File: src/rtl/demuxcond.sv
// Registered 1:4 valid/ready stream demultiplexer with single-entry output slots.
// Return path for the 4:1 muxcond data select; per-channel accept counters for debug.
//
// Per-slot state (one instance per channel):
//   state | meaning
//   EMPTY | slot holds no word, o_valid[n]=0
//   FULL  | slot holds a word, o_valid[n]=1
module demuxcond #(
  parameter int DW = 4,
  parameter int CW = 8
) (
  input  logic          i_clk,
  input  logic          i_rst_n,
  input  logic          i_valid,
  input  logic [DW-1:0] i_data,
  input  logic [1:0]    i_sel,
  output logic          o_ready,
  output logic [DW-1:0] o_data0,
  output logic [DW-1:0] o_data1,
  output logic [DW-1:0] o_data2,
  output logic [DW-1:0] o_data3,
  output logic [3:0]    o_valid,
  input  logic [3:0]    i_ready,
  output logic [4*CW-1:0] o_cnt
);

  typedef enum logic {
    EMPTY = 1'b0,
    FULL  = 1'b1
  } slot_state_t;

  logic                accept;
  logic [3:0]          load;
  logic [3:0]          valid;
  logic [3:0][DW-1:0]  data_all;

  // A full slot can still take a word when its consumer drains on the same edge.
  assign o_ready = ~valid[i_sel] | i_ready[i_sel];
  assign accept  = i_valid & o_ready;

  always_comb begin
    load = '0;
    if (accept) load[i_sel] = 1'b1;
  end

  for (genvar n = 0; n < 4; n++) begin : g_slot
    slot_state_t   state_q;
    slot_state_t   state_d;
    logic [DW-1:0] data_q;
    logic [CW-1:0] cnt_q;

    always_ff @(posedge i_clk or negedge i_rst_n) begin
      if (!i_rst_n) state_q <= EMPTY;
      else          state_q <= state_d;
    end

    always_comb begin
      state_d = state_q;
      case (state_q)
        EMPTY: if (load[n]) state_d = FULL;
        FULL:  if (i_ready[n] && !load[n]) state_d = EMPTY;
      endcase
    end

    // Data is retained after drain; only a load overwrites it.
    always_ff @(posedge i_clk or negedge i_rst_n) begin
      if (!i_rst_n) begin
        data_q <= '0;
        cnt_q  <= '0;
      end else if (load[n]) begin
        data_q <= i_data;
        cnt_q  <= cnt_q + CW'(1);
      end
    end

    assign valid[n]              = (state_q == FULL);
    assign data_all[n]           = data_q;
    assign o_cnt[n*CW +: CW]     = cnt_q;
  end

  assign o_valid = valid;
  assign o_data0 = data_all[0];
  assign o_data1 = data_all[1];
  assign o_data2 = data_all[2];
  assign o_data3 = data_all[3];

endmodule

File: config.mk
export PLATFORM = sky130hd
export DESIGN_NAME = demuxcond
export DESIGN_NICKNAME = d
export VERILOG_FILES = /design/src/rtl/demuxcond.sv
export SDC_FILE = /design/constraint.sdc
export NUM_CORES = 1
export LEC_CHECK = 0
export ABC_AREA = 1
export BUFFER_PORTS_ARGS = -buffer_cell sky130_fd_sc_hd__buf_2
export CAP_MARGIN = 20
export CORE_ASPECT_RATIO = 1.4
export CORE_UTILIZATION = 38
export CTS_BUF_LIST = sky130_fd_sc_hd__clkbuf_8 sky130_fd_sc_hd__clkbuf_16
export DETAILED_ROUTE_END_ITERATION = 8
export PLACE_DENSITY_LB_ADDON = 0.12
export SLEW_MARGIN = 20
export SYNTH_ARGS = -nofsm -noshare
export SYNTH_HDL_FRONTEND = slang
export SYNTH_SLANG_ARGS = --single-unit
File: constraint.sdc
create_clock -name i_clk -period 2.8 [get_ports i_clk]
set_input_delay 0.14 -clock i_clk [delete_from_list [all_inputs] [get_ports i_clk]]
set_output_delay 0.14 -clock i_clk [all_outputs]
set_load 0.005 [all_outputs]
Yosys cells after proc, flatten, opt, wreduce, memory -nomap -nowiden
Cells that the tools add are included.
{ "totals": {"ff_bits": 52, "inputBits": 13, "elab_cells": 53} }
{ "op_classes": {"n_reduce_logical": 9, "n_bitwise": 7, "add_sub_neg": 4, "muxes": 19, "magnitude_cmp": 2} }
{ "op_table": {"columns": ["op", "count"], "rows": [
  ["$add 8x1->8 const B", 4],
  ["$mux 1", 11],
  ["$pmux 1 s2", 4],
  ["$logic_and 1x1->1", 5],
  ["$not 1->1", 5],
  ["$bmux 1 s2", 2],
  ["$logic_not 1->1", 4],
  ["$mux 4", 1],
  ["$lt 2x3->1 const B", 1],
  ["$demux 1 s2", 1],
  ["$ge 2x1->1 const B", 1],
  ["$and 1x1->1", 1],
  ["$or 1x1->1", 1]
]} }

Depth between registers and ports, before layout
Gate-level depths: netlist of run 1.
{ "logic_depth": {"depth_word": 10, "ltp_mapped": 11, "ltp_nobuf": 9} }

Worst setup path after synthesis of run 1
Ideal clock, no wire load.
{ "synth_path": {"path_kind": "reg-to-reg", "start": "reg g_slot[3].cnt_q[0]", "end": "reg g_slot[3].cnt_q[6]", "path_stages_with_launch": 7, "arrival_ns": 1.064, "setup_slack_ns": 1.619, "cell_sequence": "dfrtp_1 -> ha_1 -> nand3_1 -> o21ai_0 -> nand2_1 -> nand4_1 -> nand2_1"} }
{ "synth_between": {"elab_chain_cells": 1} }
{ "synth_lines": {"columns": ["element", "line", "source"], "rows": [
  ["start: declaration", "50", "logic [CW-1:0] cnt_q;"],
  ["start signal: assignment", "72", "cnt_q <= cnt_q + CW'(1);"],
  ["$add 8x1->8", "72", null]
]} }
No other way between the ends.
A chain may end at the register's enable or synchronous reset.

Worst setup path in the final report of run 1
{ "layout_path": {"start": "reg g_slot[3].state_q", "end": "reg g_slot[1].data_q[1] (netlist: o_data1[1])"} }
{ "layout_between": {"elab_chain_cells": 6} }
{ "layout_lines": {"columns": ["element", "line", "source"], "rows": [
  ["start: declaration", "47", "slot_state_t state_q;"],
  ["start signal: assignment", "54", "else state_q <= state_d;"],
  ["$bmux 1 s2", "38", "assign o_ready = ~valid[i_sel] | i_ready[i_sel];"],
  ["$mux 1 (not written as such)", "38", null],
  ["$not 1->1", "38", null],
  ["$or 1x1->1", "38", null],
  ["$and 1x1->1", "39", "assign accept = i_valid & o_ready;"],
  ["$mux 4", "43", "if (accept) load[i_sel] = 1'b1;"],
  ["end signal: assignment", "71", "data_q <= i_data;"],
  ["end: declaration", "49", "logic [DW-1:0] data_q;"]
]} }
No other way between the ends. The select of a mux whose other input is x is not followed.

==> results of run 1 <==
[layout make-up]
type / instances / share of cell area
inverters: 24 / 0.02704
clock inverters: 2 / 0.01164
clock buffers: 6 / 0.02478
well taps: 97 / 0.03642
flip-flops and latches: 52 / 0.3905
repair buffers: 73 / 0.1164
multi-input cells: 271 / 0.3932
[sequential cells by signal, summed over array words and instances, names as in the netlist]
register,flops
o_data0,4
o_data3,4
g_slot.cnt_q,32
o_data2,4
o_data1,4
g_slot.state_q,4
[cell usage after synthesis]
master / instances / area (um^2)
dfrtp_1: 52 / 1301
nand3_1: 17 / 85.08
nor2_2: 1 / 6.260
clkbuf_1: 7 / 26.28
xor2_1: 4 / 35.03
ha_1: 4 / 50.05
nand4_1: 48 / 300.3
xnor2_1: 8 / 70.07
buf_1: 1 / 3.750
buf_2: 5 / 25.02
o21ai_0: 9 / 45.04
buf_6: 2 / 22.52
inv_2: 2 / 7.510
o21ai_1: 2 / 10.01
nor2_4: 1 / 11.26
nand2_1: 154 / 578.1
inv_1: 22 / 82.58
nor2_1: 18 / 67.56
nand3_2: 4 / 40.04
buf_4: 9 / 67.56
nand2_4: 1 / 11.26
[how the worst min path moves through the flow]
stage | startpoint | to | slack [ps] | depth (start not counted)
CTS | i_ready[0] | g_slot[0].state_q | 5 | 2
global placement | i_rst_n | g_slot[0].cnt_q[2] | 140 | 1
floorplan | i_rst_n | g_slot[0].cnt_q[0] | -160 | 0
finish | i_ready[0] | g_slot[0].state_q | 7 | 2
global route | i_ready[0] | g_slot[0].state_q | 4 | 2
detailed placement | i_rst_n | g_slot[0].cnt_q[2] | 140 | 1
[timing repair]
action,in CTS,in global routing
hold endpoints to repair,20,0
hold buffers,1,0
buffers inserted,0,0
endpoints found under the setup margin,0,0
[worst register-to-register path, cell delays in order (launching register included)]
cell	delay [ps]
dfrtp_1	430
nand2_1	80
nand2_1	50
nand2_1	50
nand2_1	80
nand2_4	340
nand3_2	370
nand2_1	160
nand2_1	60
[power groups by stage]
stage	clock network (W)	logic [W]	registers [W]
after global placement	0	0.000538	0.00110
after detailed placement	0	0.000545	0.00110
final	0.000559	0.000542	0.00109
after global routing	0.000600	0.000628	0.00111
after CTS	0.000575	0.000550	0.00109
after floorplan	0	0.000312	0.00108
[logic make-up after synthesis]
logic type	share of synthesized area
and+or+nand+nor	0.3864
DFF	0.4571
buffers and inverters	0.08264
xor gates and xnor gates	0.03692
AOI/OAI and AO/OA	0.01934
adders and majority gates	0.01758
[layer usage]
metal	vias to the layer above	wire (um)	share of wire	GRT usage
li1	1318	-	-	-
met1	1213	3318	0.47	0.2646
met2	57	3384	0.48	0.3076
met3	5	232	0.033	0.02616
met4	0	79	0.011	0.05026
met5	-	0	0	0
[through the flow]
stage	util	setup WS, ps	power [W]
2_1_floorplan	-	1619	0.001388
3_3_place_gp	0.4376	994.0	0.001638
3_5_place_dp	0.4376	949.2	0.001648
4_1_cts	0.4555	1064	0.002215
5_1_grt	0.4555	868.2	0.002341
6_report	0.4555	1083	0.002186
[placed cells by master, fill, tap and decap left out]
master / instances
nand2_4: 1
nor2_2: 1
o21ai_0: 9
clkbuf_8: 6
clkinv_4: 1
dfrtp_1: 52
nor2_1: 18
buf_2: 65
nand3_1: 17
xor2_1: 4
inv_2: 2
dlygate4sd3_1: 1
nor2_4: 1
xnor2_1: 8
buf_4: 7
nand3_2: 4
o21ai_1: 2
inv_1: 22
nand4_1: 48
ha_1: 4
nand2_1: 154
bufinv_16: 1
==> out/metrics.csv, run 1 <==
stage,metric,value,unit
logic_synthesis,ys_ff_latch,52,
placement,placed_cells,516,
global_route,grt_pass1_vias,2465,
status,status,"finished, final reports clean",
sta,min_period,1717,ps
pwr,pwr-share-comb,0.248,
floorplan,io_pins,66,
global_route,grt_usage,0.1904,
pwr,pwr-share-clk,0.256,
logic_synthesis,netlist_area,0.002846,mm^2
floorplan,fp-row-count,37,
setup_path,r2r_cells,8,
clock_tree,htreeDepth,2,
sta,finalMaxSlewViolations,0,
setup_path,arrival,1920,ps
sta,fmax,0.5824,GHz
pwr,p_leak,1.809,nW
pwr,seq_power_share,0.497,
floorplan,initial_utilization,0.3892,
setup_path,worstPathMaxFanout,38,
placement,routabilityCongestion,0.8218,
clock_tree,clk_pin_slew,100,ps
setup_path,slowest_stage,dfrtp_1,
setup_path,critical_path_class,register to register,
setup_path,crit_start,g_slot[3].state_q,
setup_path,critPathBufInv,0,
setup_path,end_kind,register,
setup_path,reg2reg_to,o_data1[1],
setup_path,worstPathCellList,"nand2_1, nand2_1, nand2_1, nand2_1, nand2_4, nand3_2, nand2_1, nand2_1",
floorplan,die-area,0.007846,mm^2
clock_tree,post_cts_resized,0,
pwr,power_density,656.2,mW/mm^2
final_layout,n_antenna_cell,0,
setup_path,worstReg2RegStart,g_slot[3].state_q,
floorplan,fp.dieW,75.15,um
sta,rsz0062_at_grt,no,
detailed_routing,vias,2593,
final_layout,multi_input_area,0.001310,mm^2
global_route,grt_pass1_wl,11740,um
sta,hold_viol,0,
clock_tree,clock_latency,310,ps
logic_synthesis,yosys_warnings,0,
clock_tree,cts.sinks,52,
final_layout,fin_nets,444,
sta,holdWs,6.653,ps
pwr,p_sw,0.0007465,W
sta,tightest_slew,523.5,ps
setup_path,critPathMostFrequentCell,nand2_1,
floorplan,core-area,0.007315,mm^2
detailed_routing,drt_pass1_iterations,4,
pwr,swShare,0.3414,
setup_path,critical-path-max-stage-delay,430,ps
placement,dpl_cell_area,0.003201,mm^2
final_layout,finalInstanceArea,0.003332,mm^2
final_layout,instances_no_fill,525,
logic_synthesis,synth.avg_cell_area,7.672,um^2
final_layout,area_delta_synth_final,17.06,%
detailed_routing,dr.first_iter.drc_count,138,
detailed_routing,routed_wl,7016,um
detailed_routing,vias_per_cell,4.939,
placement,hpwl,4771,um
sta,setup_tns,0,ps
sta,skew,11.62,ps
detailed_routing,drc_errors,0,
sta,slew_headroom,0.6510,
pwr,vdd_ir_drop_max,340.9,uV
final_layout,drive_gt1_frac,0.2079,
global_route,grt_max_degree,39,
final_layout,n_fill_cell,766,
global_route,antenna_found_initial,0,
logic_synthesis,synthesis.nets,388,
logic_synthesis,synthCells,371,
placement,io_buffers,65,
pwr,p_int,0.001440,W
setup_path,cp_top_family,simple AND/OR/NAND/NOR gates,
setup_path,startpoint_type,register,
sta,finalCritPeriodShare,0.6132,
clock_tree,clk_path_buf_depth,2,
clock_tree,cts_tree,done,
worst_hold_path,worstHoldPathType,primary input to register,
detailed_routing,wl_per_cell,13.36,um
setup_path,worst_ep_required_time,3000,ps
clock_tree,numCtsBuffers,5,
logic_synthesis,yosysSeqAreaShare,0.4571,
floorplan,fp.dieH,104.4,um
final_layout,regArea,0.001301,mm^2
sta,finalSetupViolCount,0,
run,maxCapViolations,0,
setup_path,worst-r2r-setup-slack,1080,ps
detailed_routing,drtAntennaViolNets,0,
setup_path,critical_path_depth,8,
logic_synthesis,synth_cell_types,21,
clock_tree,cts-root-buf,clkbuf_8,
global_route,overflow,0,
setup_path,endpoint,o_data1[1],
Note: power is estimated with default switching activity, not from simulation.
==> run 2: changes to the inputs <==
==> constraint.sdc (replaced) <==
create_clock -name i_clk -period 1.65 [get_ports i_clk]
set_input_delay 0.0825 -clock i_clk [delete_from_list [all_inputs] [get_ports i_clk]]
set_output_delay 0.0825 -clock i_clk [all_outputs]
set_load 0.005 [all_outputs]
==> run 2 against run 1 <==
Effect of this change: flip-flop and latch count unchanged; critical path depth is the same; clock-buffer cell count shrank 1; design area is 3.2% higher; hold slack improved by 66 ps; largest power group unchanged; critical path type is now primary input to output port; highest routed layer unchanged; non-clock buffer count is 9 higher; via count rose by 3.9%; sequential share of layout area fell by 1.2 points; first-iteration DRC count up 17%; die area is the same; clock skew is 7.6 ps lower; largest cell class unchanged; critical endpoint is now o_ready; power rose by 69%.
==> out/metrics.csv, run 2 (synthesized netlist as in run 1, its figures left out) <==
stage,metric,value,unit,change
sta,finalCritPeriodShare,0.9499,,
final_layout,n_fill_cell,767,,was 766
worst_hold_path,holdCritStartpoint,i_data[0],,was i_ready[0]
pwr,power_density,1073,mW/mm^2,was 656.2 mW/mm^2
final_layout,fin_util,0.4701,,was 0.4555
sta,hold_viol,0,,unchanged
floorplan,die-area,0.007846,mm^2,unchanged
sta,rsz0062_at_grt,no,,unchanged
global_route,grt_pass1_vias,2456,,"was 2,465"
setup_path,r2r_cells,8,,unchanged
placement,routabilityCongestion,0.7808,,was 0.8218
detailed_routing,dr.first_iter.drc_count,162,,was 138
final_layout,final_cell_mix,"nand2_1 (153), buf_2 (65), dfrtp_1 (52)",,"was nand2_1 (154), buf_2 (65), dfrtp_1 (52)"
clock_tree,cts_tree,done,,unchanged
detailed_routing,met3_length,326,um,was 232 um
detailed_routing,drc_errors,0,,unchanged
placement,placed_cells,519,,was 516
pwr,vdd_ir_drop_max,612.9,uV,was 340.9 uV
floorplan,fp.dieW,75.15,um,unchanged
global_route,grt_usage,0.1954,,was 0.1904
setup_path,worst_ep_required_time,1570,ps,was 3000 ps
floorplan,fp-row-count,37,,unchanged
worst_hold_path,worstHoldPathType,primary input to register,,unchanged
floorplan,initial_utilization,0.3892,,unchanged
final_layout,regArea,0.001301,mm^2,unchanged
detailed_routing,dr_wl_met2,3644,um,was 3384 um
setup_path,end_kind,output port,,was register
clock_tree,cts-root-buf,clkbuf_8,,unchanged
setup_path,worst-r2r-setup-slack,220,ps,was 1080 ps
detailed_routing,routed_wl,7203,um,was 7016 um
setup_path,arrival,1480,ps,was 1920 ps
detailed_routing,drt_pass1_iterations,5,,was 4
global_route,antenna_found_initial,0,,unchanged
placement,hpwl,4862,um,was 4771 um
sta,setup_tns,0,ps,unchanged
setup_path,critical_path_class,primary input to output port,,was register to register
worst_hold_path,hold_path_depth,3,,was 2
setup_path,startpoint_type,primary input,,was register
sta,fmax,0.6380,GHz,
final_layout,instances_no_fill,535,,was 525
sta,slew_headroom,0.6921,,was 0.6510
placement,io_buffers,65,,unchanged
clock_tree,clk_path_buf_depth,2,,unchanged
clock_tree,clock_latency,310,ps,about the same
setup_path,crit_start,i_ready[3],,was g_slot[3].state_q
pwr,p_leak,1.854,nW,was 1.809 nW
final_layout,drive_gt1_frac,0.2192,,was 0.2079
setup_path,endpoint,o_ready,,was o_data1[1]
clock_tree,clk_pin_slew,100,ps,about the same
final_layout,multi_input_area,0.001324,mm^2,was 0.001310 mm^2
floorplan,io_pins,66,,unchanged
final_layout,fin_nets,454,,was 444
floorplan,fp.dieH,104.4,um,unchanged
clock_tree,numCtsBuffers,5,,unchanged
clock_tree,htreeDepth,2,,unchanged
detailed_routing,vias,2694,,"was 2,593"
setup_path,reg2reg_to,o_data3[0],,was o_data1[1]
final_layout,largest_reg_flops,32,,unchanged
clock_tree,cts.sinks,52,,unchanged
status,status,"finished, final reports clean",,unchanged
floorplan,core-area,0.007315,mm^2,unchanged
detailed_routing,wl_per_cell,13.46,um,was 13.36 um
global_route,grt_pass1_wl,11870,um,"was 11,740 um"
setup_path,worstPathMaxFanout,17,,was 38
sta,skew,4.048,ps,was 11.62 ps
sta,finalSetupViolCount,0,,unchanged
detailed_routing,drtAntennaViolNets,0,,unchanged
final_layout,n_antenna_cell,0,,unchanged
run,maxCapViolations,0,,unchanged
detailed_routing,routed.top_layer,met4,,unchanged
detailed_routing,wl_met1,3159,um,was 3318 um
global_route,grt_max_degree,35,,was 39
final_layout,area_delta_synth_final,20.79,%,was 17.06%
final_layout,layout_commonest_cell,nand2_1,,unchanged
final_layout,top_register,g_slot.cnt_q,,unchanged
sta,min_period,1567,ps,
setup_path,worstReg2RegStart,g_slot[3].state_q,,unchanged
global_route,overflow,0,,unchanged
sta,tightest_slew,461.9,ps,was 523.5 ps
detailed_routing,vias_per_cell,5.036,,was 4.939
sta,finalMaxSlewViolations,0,,unchanged
## run 2: cell count changes in the layout (fill, tap and decap cells not counted), sizes merged
cell	change
clkbuf	-1
clkinvlp	+1
buf	+5
dlygate4sd3	+4
nand2	+1
## run 2: where the power goes
group / internal, W / switching (W) / total, W / leakage, nW
registers: 0.00152 / 0.000312 / 0.00184 / 0.681
logic: 0.000453 / 0.000506 / 0.000959 / 1.12
clock network: 0.000450 / 0.000444 / 0.000894 / 0.0541
## run 2: final cells by class
class	count	area share
clock buffers	5	0.02001
well taps	97	0.03530
multi-input cells	272	0.3850
clock inverters	3	0.01237
inverters	24	0.02620
repair buffers	82	0.1426
flip-flops and latches	52	0.3785
## run 2: worst min-delay path by stage
stage	end	slack [ps]
after floorplan	g_slot[0].cnt_q[0]	-210
after global placement	g_slot[0].cnt_q[1]	70
after detailed placement	g_slot[0].cnt_q[2]	60
after CTS	o_data0[3]	60
after global routing	o_data0[3]	70
final	o_data1[0]	70
## run 2: what timing repair did
| action | CTS | global route |
|---|---|---|
| hold buffers | 5 | 0 |
| setup buffers | 0 | 2 |
| pin swaps | 0 | 1 |
| gates cloned | 0 | 1 |
| hold endpoints to repair | 22 | 0 |
| endpoints found under the setup margin | 1 | 1 |
| resized for setup | 1 | 4 |
## run 2: critical path: stages
cell and delay [ps]:
dlygate4sd3_1 530, buf_2 130, nand3_1 70, nand2_1 80
nor2_4 160, nand2_4 120, buf_12 170, buf_2 120
## run 2: metrics by stage
stage	power [W]	hold slack [ps]	worst slack, ps	area (um^2)
2_1_floorplan	0.002355	-213.1	469.1	2846
3_3_place_gp	0.002785	66.11	201.5	3236
3_5_place_dp	0.002811	61.10	155.0	3236
4_1_cts	0.003735	55.97	6.262	3401
5_1_grt	0.003953	72.43	16.20	3438
6_report	0.003689	72.89	82.70	3438
## run 2: layer usage
metal | GRT usage | vias to the layer above
li1 | - | 1346
met3 | 0.03682 | 5
met5 | 0 | -
met1 | 0.2576 | 1282
met4 | 0.05026 | 0
met2 | 0.3237 | 61
==> run 3: changes to the inputs <==
--- a/config.mk
+++ b/config.mk
@@ -9,7 +9,7 @@
 export BUFFER_PORTS_ARGS = -buffer_cell sky130_fd_sc_hd__buf_2
 export CAP_MARGIN = 20
 export CORE_ASPECT_RATIO = 1.4
-export CORE_UTILIZATION = 38
+export CORE_UTILIZATION = 50
 export CTS_BUF_LIST = sky130_fd_sc_hd__clkbuf_8 sky130_fd_sc_hd__clkbuf_16
 export DETAILED_ROUTE_END_ITERATION = 8
 export PLACE_DENSITY_LB_ADDON = 0.12
==> run 3 against run 2 <==
Effect of this change: core utilization grew 15 points; first-iteration DRC count grew 25%; clock power shrank 2.8%; final cell count shrank 6.0%.
==> out/metrics.csv, run 3 (synthesized netlist as in run 1, its figures left out) <==
stage,metric,value,unit,change
status,status,"finished, final reports clean",,unchanged
floorplan,core-area,0.005485,mm^2,was 0.007315 mm^2
setup_path,end_kind,output port,,unchanged
final_layout,fin_nets,451,,was 454
pwr,vdd_ir_drop_max,652.9,uV,was 612.9 uV
run,maxCapViolations,0,,unchanged
setup_path,worst_ep_required_time,1570,ps,about the same
detailed_routing,wl_per_cell,13.31,um,was 13.46 um
clock_tree,cts-root-buf,clkbuf_8,,unchanged
sta,hold_viol,0,,unchanged
detailed_routing,vias,2670,,"was 2,694"
setup_path,worst-r2r-setup-slack,160,ps,was 220 ps
sta,skew,13.19,ps,was 4.048 ps
sta,fmax,0.6465,GHz,was 0.6380 GHz
final_layout,finalInstanceArea,0.003378,mm^2,was 0.003438 mm^2
floorplan,io_pins,66,,unchanged
sta,finalSetupViolCount,0,,unchanged
floorplan,initial_utilization,0.5189,,was 0.3892
sta,finalMaxSlewViolations,0,,unchanged
global_route,grt_usage,0.2510,,was 0.1954
final_layout,fin_util,0.6159,,was 0.4701
global_route,top_usage_layer,met2,,unchanged
setup_path,worstPathCellList,"dlygate4sd3_1, buf_2, nand2_1, nand2_1, nor2_2, nand2_4, buf_12, buf_2",,"was dlygate4sd3_1, buf_2, nand3_1, nand2_1, nor2_4, nand2_4, buf_12, buf_2"
detailed_routing,vias_per_cell,5.308,,was 5.036
sta,slew_headroom,0.6851,,was 0.6921
sta,tightest_slew,472.4,ps,was 461.9 ps
global_route,overflow,0,,unchanged
pwr,p_leak,1.849,nW,was 1.854 nW
final_layout,final_cell_mix,"nand2_1 (154), buf_2 (65), dfrtp_1 (52)",,"was nand2_1 (153), buf_2 (65), dfrtp_1 (52)"
clock_tree,htreeDepth,2,,unchanged
global_route,use_met1,0.3366,,was 0.2576
clock_tree,clk_path_buf_depth,2,,unchanged
setup_path,critical-path-max-stage-delay,530,ps,about the same
floorplan,die-area,0.006003,mm^2,was 0.007846 mm^2
placement,io_buffers,65,,unchanged
pwr,power_density,1082,mW/mm^2,was 1073 mW/mm^2
sta,finalCritPeriodShare,0.9374,,was 0.9499
global_route,antenna_found_initial,0,,unchanged
sta,rsz0062_at_grt,no,,unchanged
final_layout,drive_gt1_frac,0.2115,,was 0.2192
detailed_routing,drc_errors,0,,unchanged
pwr,power.total,0.003655,W,was 0.003689 W
setup_path,critical_path_class,primary input to output port,,unchanged
detailed_routing,routed_wl,6695,um,was 7203 um
placement,hpwl,4539,um,was 4862 um
global_route,use_met2,0.4056,,was 0.3237
detailed_routing,drt_pass1_iterations,4,,was 5
clock_tree,numCtsBuffers,5,,unchanged
global_route,grtUsageMet3,0.02889,,was 0.03682
floorplan,fp-row-count,32,,was 37
sta,min_period,1547,ps,was 1567 ps
setup_path,startpoint_type,primary input,,unchanged
floorplan,fp.dieW,65.77,um,was 75.15 um
detailed_routing,drtAntennaViolNets,0,,unchanged
detailed_routing,dr.first_iter.drc_count,202,,was 162
final_layout,largest_reg_flops,32,,unchanged
final_layout,top_register,g_slot.cnt_q,,unchanged
placement,dpl_cell_area,0.003197,mm^2,was 0.003236 mm^2
clock_tree,clock_latency,310,ps,about the same
clock_tree,clk_pin_slew,90,ps,was 100 ps
global_route,grt_pass1_wl,11810,um,"was 11,870 um"
global_route,grt_pass1_vias,2604,,"was 2,456"
clock_tree,cts_tree,done,,unchanged
global_route,grt_max_degree,53,,was 35
final_layout,area_delta_synth_final,18.68,%,was 20.79%
sta,setup_tns,0,ps,unchanged
final_layout,layout_commonest_cell,nand2_1,,unchanged
final_layout,n_antenna_cell,0,,unchanged
setup_path,worstPathMaxFanout,17,,unchanged
setup_path,slowest_stage,dlygate4sd3_1,,unchanged
placement,routabilityCongestion,0.8251,,was 0.7808
setup_path,arrival,1460,ps,was 1480 ps
floorplan,fp.dieH,91.28,um,was 104.4 um
worst_hold_path,worstHoldPathType,primary input to register,,unchanged
clock_tree,cts.sinks,52,,unchanged
## run 3: power by group
group	internal [W]	switching [W]
sequential	0.00152	0.000309
combinational	0.000448	0.000506
clock	0.000445	0.000424
total	0.00242	0.00124
## run 3: what timing repair did
action | in CTS | in global routing
hold endpoints to repair | 55 | 0
resized for setup | 1 | 2
pin swaps | 1 | 1
setup buffers | 0 | 2
hold buffers | 4 | 0
endpoints found under the setup margin | 1 | 2
cloned | 1 | 0
## run 3: worst paths after layout
path,from,to,depth (start not counted)
max in group asynchronous,i_rst_n,o_data3[2],3
hold / removal,i_ready[1],g_slot[1].state_q,2
min in group asynchronous,i_rst_n,g_slot[0].cnt_q[2],3
hold reg to reg,o_data0[0],o_data0[0],2
setup / recovery,i_ready[0],o_ready,8
setup reg to reg,g_slot[3].state_q,g_slot[1].cnt_q[2],9
## run 3: routing by layer
layer	up-vias	wire length [um]
met5	-	0
li1	1334	-
met4	0	132
met2	71	3486
met1	1256	2805
met3	9	270
## run 3: critical path: cells and delay by family
kind / cells / cell delay (ps)
buffers and inverters: 4 / 960
and+or+nand+nor: 4 / 420
## run 3: area by class of cell
class,count,area [um^2]
clock buffer,5,68.82
clock inverter,3,38.79
fill,515,2107
inverter,24,90.09
multi-input combinational,272,1316
sequential,52,1301
tap,68,85.08
timing repair buffer,79,478.0
## run 3: per-stage QoR
stage               setup slack (ps)  instances  hold WS (ps)
floorplan                      469.1        371        -213.1
global placement               174.4        488         100.5
detailed placement             128.6        488         99.96
CTS                            28.26        501         11.83
global route                   4.430        503         4.030
finish                         103.2        503         25.56
